### src/rtl/otter_pkg.sv
// otter_pkg: shared widths, operand-select enums and ALU function encodings for the OTTER core
package otter_pkg;
  localparam int XLEN = 32;
  typedef enum logic [1:0] {SRCA_RS1, SRCA_UIMM, SRCA_PC, SRCA_ZERO} srcA_sel_t;
  typedef enum logic [1:0] {SRCC_RS2, SRCC_IIMM, SRCC_SIMM, SRCC_FOUR} srcC_sel_t;
  localparam logic [3:0] ALU_ADD  = 4'b0000;
  localparam logic [3:0] ALU_SUB  = 4'b1000;
  localparam logic [3:0] ALU_OR   = 4'b0110;
  localparam logic [3:0] ALU_AND  = 4'b0111;
  localparam logic [3:0] ALU_XOR  = 4'b0100;
  localparam logic [3:0] ALU_SRL  = 4'b0101;
  localparam logic [3:0] ALU_SLL  = 4'b0001;
  localparam logic [3:0] ALU_SRA  = 4'b1101;
  localparam logic [3:0] ALU_SLT  = 4'b0010;
  localparam logic [3:0] ALU_SLTU = 4'b0011;
  localparam logic [3:0] ALU_LUI  = 4'b1001;
endpackage

### src/rtl/operand_fwd_mux.sv
// operand_fwd_mux: resolves one register operand from EX, WB or register-file data
// Ports: addr/rf_data = source register and its file value; ex_*/wb_* = forwarding
// sources; ex_is_load blocks EX forwarding; data = resolved operand.
module operand_fwd_mux #(
  parameter int XLEN = 32,
  parameter int RADDR_W = 5
) (
  input  logic [RADDR_W-1:0] addr,
  input  logic [XLEN-1:0]    rf_data,
  input  logic               ex_en,
  input  logic [RADDR_W-1:0] ex_rd,
  input  logic [XLEN-1:0]    ex_data,
  input  logic               ex_is_load,
  input  logic               wb_en,
  input  logic [RADDR_W-1:0] wb_rd,
  input  logic [XLEN-1:0]    wb_data,
  output logic [XLEN-1:0]    data
);
  // x0 is hardwired; a load in EX has no data yet, so it never forwards
  always_comb
    data = addr == '0 ? rf_data :
           (ex_en && ex_rd == addr && !ex_is_load) ? ex_data :
           (wb_en && wb_rd == addr) ? wb_data : rf_data;
endmodule

### src/rtl/alu_operand_stage.sv
// alu_operand_stage: ID/EX stage resolving, selecting and registering ALU operands
// Ports: CLK/RST_N (sync active-low); flush; in_valid/in_ready + decoded fields in;
// ex_*/wb_* forwarding and load-use info; out_valid/out_ready + ALU operands,
// function, rd, reg_write and forwarded rs2 (store data) out.
module alu_operand_stage import otter_pkg::*; #(
  parameter int XLEN = otter_pkg::XLEN,
  parameter int RADDR_W = 5
) (
  input  logic               CLK,
  input  logic               RST_N,
  input  logic               flush,
  input  logic               in_valid,
  output logic               in_ready,
  input  logic [3:0]         in_alu_fun,
  input  logic [1:0]         in_srcA_sel,
  input  logic [1:0]         in_srcC_sel,
  input  logic [RADDR_W-1:0] in_rs1_addr,
  input  logic [RADDR_W-1:0] in_rs2_addr,
  input  logic [RADDR_W-1:0] in_rd_addr,
  input  logic [XLEN-1:0]    in_rs1_data,
  input  logic [XLEN-1:0]    in_rs2_data,
  input  logic [XLEN-1:0]    in_u_imm,
  input  logic [XLEN-1:0]    in_i_imm,
  input  logic [XLEN-1:0]    in_s_imm,
  input  logic [XLEN-1:0]    in_pc,
  input  logic               in_reg_write,
  input  logic               ex_fwd_en,
  input  logic               wb_fwd_en,
  input  logic [RADDR_W-1:0] ex_fwd_rd,
  input  logic [RADDR_W-1:0] wb_fwd_rd,
  input  logic [XLEN-1:0]    ex_fwd_data,
  input  logic [XLEN-1:0]    wb_fwd_data,
  input  logic               ex_is_load,
  output logic               out_valid,
  input  logic               out_ready,
  output logic [XLEN-1:0]    out_Scr_A,
  output logic [XLEN-1:0]    out_Scr_C,
  output logic [3:0]         out_alu_fun,
  output logic [RADDR_W-1:0] out_rd_addr,
  output logic               out_reg_write,
  output logic [XLEN-1:0]    out_rs2_fwd
);
  localparam logic [XLEN-1:0] FOUR = XLEN'(4);
  srcA_sel_t sel_a;
  srcC_sel_t sel_c;
  logic [XLEN-1:0] rs1_f, rs2_f, op_a, op_c;
  logic hazard, accept;
  assign sel_a = srcA_sel_t'(in_srcA_sel);
  assign sel_c = srcC_sel_t'(in_srcC_sel);
  operand_fwd_mux #(.XLEN(XLEN), .RADDR_W(RADDR_W)) u_fwd_rs1 (
    .addr(in_rs1_addr), .rf_data(in_rs1_data),
    .ex_en(ex_fwd_en), .ex_rd(ex_fwd_rd), .ex_data(ex_fwd_data), .ex_is_load(ex_is_load),
    .wb_en(wb_fwd_en), .wb_rd(wb_fwd_rd), .wb_data(wb_fwd_data), .data(rs1_f)
  );
  operand_fwd_mux #(.XLEN(XLEN), .RADDR_W(RADDR_W)) u_fwd_rs2 (
    .addr(in_rs2_addr), .rf_data(in_rs2_data),
    .ex_en(ex_fwd_en), .ex_rd(ex_fwd_rd), .ex_data(ex_fwd_data), .ex_is_load(ex_is_load),
    .wb_en(wb_fwd_en), .wb_rd(wb_fwd_rd), .wb_data(wb_fwd_data), .data(rs2_f)
  );
  // rs2 counts as used for S-type too, since it becomes store data
  always_comb begin
    hazard = in_valid && ex_is_load && ex_fwd_en && ex_fwd_rd != '0 &&
             ((sel_a == SRCA_RS1 && in_rs1_addr == ex_fwd_rd) ||
              ((sel_c == SRCC_RS2 || sel_c == SRCC_SIMM) && in_rs2_addr == ex_fwd_rd));
    in_ready = flush || ((!out_valid || out_ready) && !hazard);
    accept = in_valid && in_ready && !flush;
    op_a = sel_a == SRCA_RS1 ? rs1_f : sel_a == SRCA_UIMM ? in_u_imm :
           sel_a == SRCA_PC ? in_pc : '0;
    op_c = sel_c == SRCC_RS2 ? rs2_f : sel_c == SRCC_IIMM ? in_i_imm :
           sel_c == SRCC_SIMM ? in_s_imm : FOUR;
  end
  always_ff @(posedge CLK)
    if (!RST_N) begin
      out_valid <= 1'b0;
      out_Scr_A <= '0;
      out_Scr_C <= '0;
      out_alu_fun <= 4'b0000;
      out_rd_addr <= '0;
      out_reg_write <= 1'b0;
      out_rs2_fwd <= '0;
    end else if (flush) begin
      out_valid <= 1'b0;
    end else if (accept) begin
      out_valid <= 1'b1;
      out_Scr_A <= op_a;
      out_Scr_C <= op_c;
      out_alu_fun <= in_alu_fun;
      out_rd_addr <= in_rd_addr;
      out_reg_write <= in_reg_write;
      out_rs2_fwd <= rs2_f;
    end else if (out_ready) begin
      out_valid <= 1'b0;
    end
endmodule

### config.mk
export PLATFORM = sky130hd
export DESIGN_NAME = alu_operand_stage
export DESIGN_NICKNAME = d
export VERILOG_FILES = /design/src/rtl/otter_pkg.sv /design/src/rtl/operand_fwd_mux.sv /design/src/rtl/alu_operand_stage.sv
export SDC_FILE = /design/constraint.sdc
export NUM_CORES = 1
export LEC_CHECK = 0
export BUFFER_PORTS_ARGS = -buffer_cell sky130_fd_sc_hd__buf_2
export CORE_AREA = 2 2 158 160
export CTS_BUF_LIST = sky130_fd_sc_hd__clkbuf_2
export CTS_CLUSTER_SIZE = 30
export DETAILED_ROUTE_END_ITERATION = 8
export DIE_AREA = 0 0 160 162
export GPL_ROUTABILITY_DRIVEN = 0
export SYNTH_ARGS = -nofsm -noshare
export SYNTH_HDL_FRONTEND = slang
export SYNTH_SLANG_ARGS = --single-unit
### constraint.sdc
create_clock -name CLK -period 2.21 [get_ports CLK]
set_input_delay 0.3315 -clock CLK [delete_from_list [all_inputs] [get_ports CLK]]
set_output_delay 0.3315 -clock CLK [all_outputs]
set_load 0.01 [all_outputs]
* Word-level counts from Yosys, hierarchy flattened
Index checks and enable logic that the tools add are counted.
** Storage, ports and cells
- Flip-flop bits (word level) :: 107
- Logic and storage cells :: 64
- Input bits :: 298
** Cells by class
- Equality and inequality tests :: 10
- Reduce and logical (&&, ||, !) cells :: 31
- Bitwise operators :: 2
- Muxes and demuxes :: 14
** Operator list (count)
- two-way mux 32 bit :: 12
- equality test 5 bit :: 6
- logical AND 1 bit :: 15
- logical NOT 5 bit :: 2
- nonzero test 5 bit :: 1
- equality test 2 x 1 -> 1 bit (second input constant) :: 2
- equality test 2 bit (second input constant) :: 2
- logical NOT 1 bit :: 4
- logical NOT 2 bit :: 2
- logical OR 1 bit :: 4
- two-way mux 1 bit :: 2
- inverter 1 bit :: 2
- AND reduction 2 bit :: 1
- nonzero test 2 bit :: 1
- OR reduction 2 bit :: 1

* Longest topological paths before layout
- Word-level depth :: 11
- Mapped depth :: 8
- Depth with buffers taken out :: 6

* By module
From an unflattened synthesis, not the netlist that was laid out.
** Unflattened totals
- Cells, all modules :: 765
- Area, all modules :: 7706.1 µm²
** By module, submodules not included
- alu_operand_stage :: cells each 503, area an instance 5238.8 µm², times used 1
- operand_fwd_mux :: cells each 131, area an instance 1233.7 µm², times used 2

* Worst setup path before layout
No wires, ideal clock.
- Kind :: input to register
- Start point :: input ex_fwd_rd[1]
- End point :: register out_Scr_A[10]
- Cell stages on the path :: 7
- Path buffers :: 2
- Library setup time :: 0.136 ns
- Data required time :: 2.074 ns
- Arrival :: 1.954 ns
- Setup slack :: 0.119 ns
- Cells stage by stage :: or4_1 o2111ai_1 nor4_1 nor3b_4 buf_4 clkbuf_1 a31oi_1
** Between the ends
- Longest elaborated chain between the ends :: 10
** Ends and longest elaborated chain
- start, declared :: line alu_operand_stage.sv:29 : input logic [RADDR_W-1:0] ex_fwd_rd,
- equality test 5 bit, on equally long branches :: line operand_fwd_mux.sv:22, alu_operand_stage.sv:63, alu_operand_stage.sv:64
- logical AND 1 bit, on equally long branches :: line alu_operand_stage.sv:63, alu_operand_stage.sv:64
- logical OR 1 bit :: line alu_operand_stage.sv:63 : ((sel_a == SRCA_RS1 && in_rs1_addr == ex_fwd_rd) ||
- logical AND 1 bit :: line alu_operand_stage.sv:62 : hazard = in_valid && ex_is_load && ex_fwd_en && ex_fwd_rd != '0 &&
- logical NOT 1 bit :: line alu_operand_stage.sv:65 : in_ready = flush || ((!out_valid || out_ready) && !hazard);
- logical AND 1 bit :: line alu_operand_stage.sv:65
- logical OR 1 bit :: line alu_operand_stage.sv:65
- logical AND 1 bit (2 in a row) :: line alu_operand_stage.sv:66 : accept = in_valid && in_ready && !flush;
- AND reduction 2 bit (no source line)
- end signal, assigned :: line alu_operand_stage.sv:85 : out_Scr_A <= op_a;
- end, declared :: line alu_operand_stage.sv:36 : output logic [XLEN-1:0] out_Scr_A,
Parallel ways exist; a longest one is shown, timed or not.
A chain may end at the register's enable or synchronous reset.

* Worst setup path in the final report
- Start point :: input ex_fwd_rd[2]
- End point :: register out_Scr_A[12]
The elaborated chain is that of the path after synthesis.

==> impl_metrics.py <==
metrics = {
    "cts": {
        "cts-root-buf": "clkbuf_2",
        "insertion_delay_ns": 0.65,
        "cts.path.max_buffers": 2,
        "cts_tree": "done",
        "h-tree-depth": 3,
        "cts-buffers-inserted": 9,
        "clkTransAtPathRegs_ns": 0.33,
        "clock_sinks": 107,
    },
    "critical_path": {
        "cp_cell_sequence": "buf_2 > xor2_1 > a221o_1 > or3_4 > buf_12 > a21oi_4 > buf_12 > o221ai_1 > a31oi_1 > dlygate4sd3_1",
        "worst-setup-path-type": "input port to register",
        "cp_max_fanout": 17,
        "worstPathArrival_ns": 2.79,
        "required_ns": 2.83,
        "master_of_the_slowest_instance_on_the_critical_path": "dlygate4sd3_1",
        "worst_r2r_path_depth": 8,
        "critPathMostFrequentCell": "buf_12",
        "worst_setup_path_start_kind": "input port",
        "critPathMaxStageDelay_ns": 0.57,
        "cp-end-kind": "register",
    },
    "placement": {
        "number_of_instances_in_the_placed_design": 1431,
        "placed_area_mm2": 0.00916,
        "io_buffer_count": 405,
        "hpwlAfterDp_um": 25100,
    },
    "sta": {
        "worstMarginPinSlew_ns": 0.799,
        "achievable-frequency_mhz": 460,
        "finClkSkew_ns": 0.0419,
        "setup_viol": 0,
        "timing.setup.tns_ns": 0,
        "headroom_to_the_max_slew_limit": 0.465,
        "period_share": 0.984,
        "hold_viol_final": 0,
        "minimum_period_implied_by_the_final_worst_setup_slack_ns": 2.18,
        "finalMaxSlewViolations": 0,
    },
    "logic_synthesis": {
        "post-synth-top-area-fraction": 0.339,
        "synthCells": 729,
        "count_of_flip_flops_with_a_built_in_enable_after_synthesis": 0,
        "synth-seq-cells": 107,
        "ys.warnings.count": 0,
        "synth_async_sr_flop_share": 0,
        "synth_cell_types": 46,
        "yosysSeqAreaShare": 0.339,
        "top_cell_type_by_total_area_after_synthesis": "dfxtp_1",
        "ys_dominant_reg_cell": "dfxtp_1",
        "ys_top_cells_by_area": "dfxtp_1, a22oi_1, a31oi_1, mux2_2, a222oi_1",
        "synth.net_count": 1027,
        "netlist_area_mm2": 0.00633,
        "post_synth.cell_area_avg_um2": 8.68,
    },
    "die": {
        "num_rows": 57,
        "top_level_pins": 406,
        "die-height_um": 162,
        "coreArea_mm2": 0.0241,
        "die-area_mm2": 0.0259,
        "die_width_um": 160,
        "initial_utilization": 0.262,
    },
    "final_layout": {
        "layout-drive-gt1-share": 0.418,
        "area_growth_syn_to_layout_pct": 76.1,
        "layout_commonest_cell": "buf_2",
        "final_cells": 1630,
        "fillCellCount": 2387,
        "final_design_area_no_fill_mm2": 0.0111,
        "multi_input_comb_area_mm2": 0.00392,
        "seqCellArea_mm2": 0.00214,
        "final_net_count": 1598,
        "final_cell_mix": "buf_2, dlygate4sd3_1, dfxtp_1",
    },
    "power_and_ir_drop": {
        "power_density_mw_per_mm2": 426,
        "total_design_power_mw": 4.75,
        "power_leakage_nw": 4.71,
        "peakVddDrop_mv": 0.184,
        "seqPwrFrac": 0.450,
        "combPwrFrac": 0.345,
        "clkPwrFrac": 0.205,
        "p_switching_mw": 1.65,
        "internal_power_mw": 3.10,
        "power.share.switching": 0.347,
    },
    "run": {
        "cap_violations": 0,
    },
    "status": {
        "run_status": "complete, no violations",
    },
    "global_routing": {
        "grt_pass1_wl_um": 51400,
        "grtUsageTotal": 0.258,
        "initial_antenna_violation_count": 2,
        "grt_start_max_net_pins": 108,
        "grt_pass1_vias": 8707,
        "grt-ovfl-total": 0,
    },
    "drt": {
        "detail_route.drc_violations": 0,
        "wl_per_cell_um": 21.7,
        "drtPass1Iterations": 6,
        "postRouteAntennaNets": 0,
        "via_per_instance_ratio": 5.46,
        "route.vias.total": 8900,
        "drt_first_iter_violations": 835,
        "finalWirelength_um": 35400,
    },
    "hold_path": {
        "holdCritPathClass": "input port to register",
        "hold_path_stages": 3,
    },
}
[metal layers]
layer  up-vias  GRT usage  share of wire
li1       4097          -              -
met1      4209      0.323           0.41
met2       519      0.437           0.47
met3        75     0.0526          0.078
met4         0      0.104          0.037
met5         -          0              0
[cell usage after synthesis (2+ instances only)]
library cell / count
dfxtp_1: 107
a22oi_1: 64
a31oi_1: 63
clkbuf_1: 62
o21ai_0: 51
o21ai_1: 46
a21oi_1: 35
a22o_1: 33
nand2_1: 33
mux2_2: 32
nand4b_1: 32
o221ai_1: 32
a222oi_1: 30
buf_2: 17
nor2b_1: 15
xnor2_1: 13
mux2i_1: 10
buf_4: 8
nor2_1: 6
xor2_1: 5
inv_1: 3
nand3_1: 3
nor3_1: 3
nand2b_1: 2
o2111ai_1: 2
or4_1: 2
[metrics by stage]
step	worst slack, ns	hold WS [ns]	util
6_report	0.0346	0.0392	0.462
5_1_grt	-0.0110	0.00326	0.462
4_1_cts	0.0174	0.00105	0.456
3_5_place_dp	-0.218	0.502	0.380
3_3_place_gp	-0.205	0.494	0.380
2_1_floorplan	0.119	0.498	-
[power groups by stage]
stage          registers [mW]  clock network [mW]  logic (mW)
6_report                 2.14               0.973        1.64
5_1_grt                  2.15                1.09        1.75
2_1_floorplan            2.22                   0       0.508
3_5_place_dp             2.16                   0        1.31
3_3_place_gp             2.17                   0        1.30
4_1_cts                  2.13                1.02        1.58
[worst max-delay path, delay by kind of cell]
| kind | cells | cell delay, ns |
|---|---|---|
| AND/OR/NAND/NOR | 1 | 0.45 |
| XOR/XNOR | 1 | 0.16 |
| AO/OA/AOI/OAI | 4 | 0.79 |
| buffers and inverters | 4 | 1.03 |
[state kept, by name, indices dropped and copies added, names as in the netlist]
name	cells
out_Scr_A	32
out_reg_write	1
out_alu_fun	4
out_rs2_fwd	32
out_rd_addr	5
out_valid	1
out_Scr_C	32
[what timing repair did]
action / CTS / global route
buffers inserted: 0 / 7
hold endpoints to repair: 99 / 1
resized for setup: 0 / 6
endpoints found under the setup margin: 0 / 4
hold buffers: 172 / 1
[final timing paths]
kind | from | endpoint | slack, ns
worst max-delay path | ex_fwd_rd[2] | out_Scr_A[12] | 0.03
worst min-delay path | in_rs1_data[13] | out_Scr_A[13] | 0.04
worst max register to register | out_valid | out_Scr_A[12] | 0.12
worst min register to register | out_rs2_fwd[26] | out_rs2_fwd[26] | 0.54
[cells by family (layout without fill, tap and decap cells)]
group                     Yosys count  after routing  share of synthesized area
and+or+nand+nor                   107            107                      0.107
AOI/OAI and AO/OA                 364            364                      0.395
xor gates and xnor gates           18             18                     0.0249
DFF                               107            107                      0.339
buffers and inverters              91            666                     0.0621
other                               0              2                          0
muxes                              42             42                     0.0728
[area by class of cell]
class | count | area share
Timing Repair Buffer | 648 | 0.409
Multi-Input combinational cell | 531 | 0.352
Sequential cell | 107 | 0.192
Tap cell | 324 | 0.0364
Clock inverter | 6 | 0.00517
Clock buffer | 9 | 0.00404
Inverter | 3 | 0.00101
Antenna cell | 2 | 0.000449
Power figures use the tool's default switching activity.
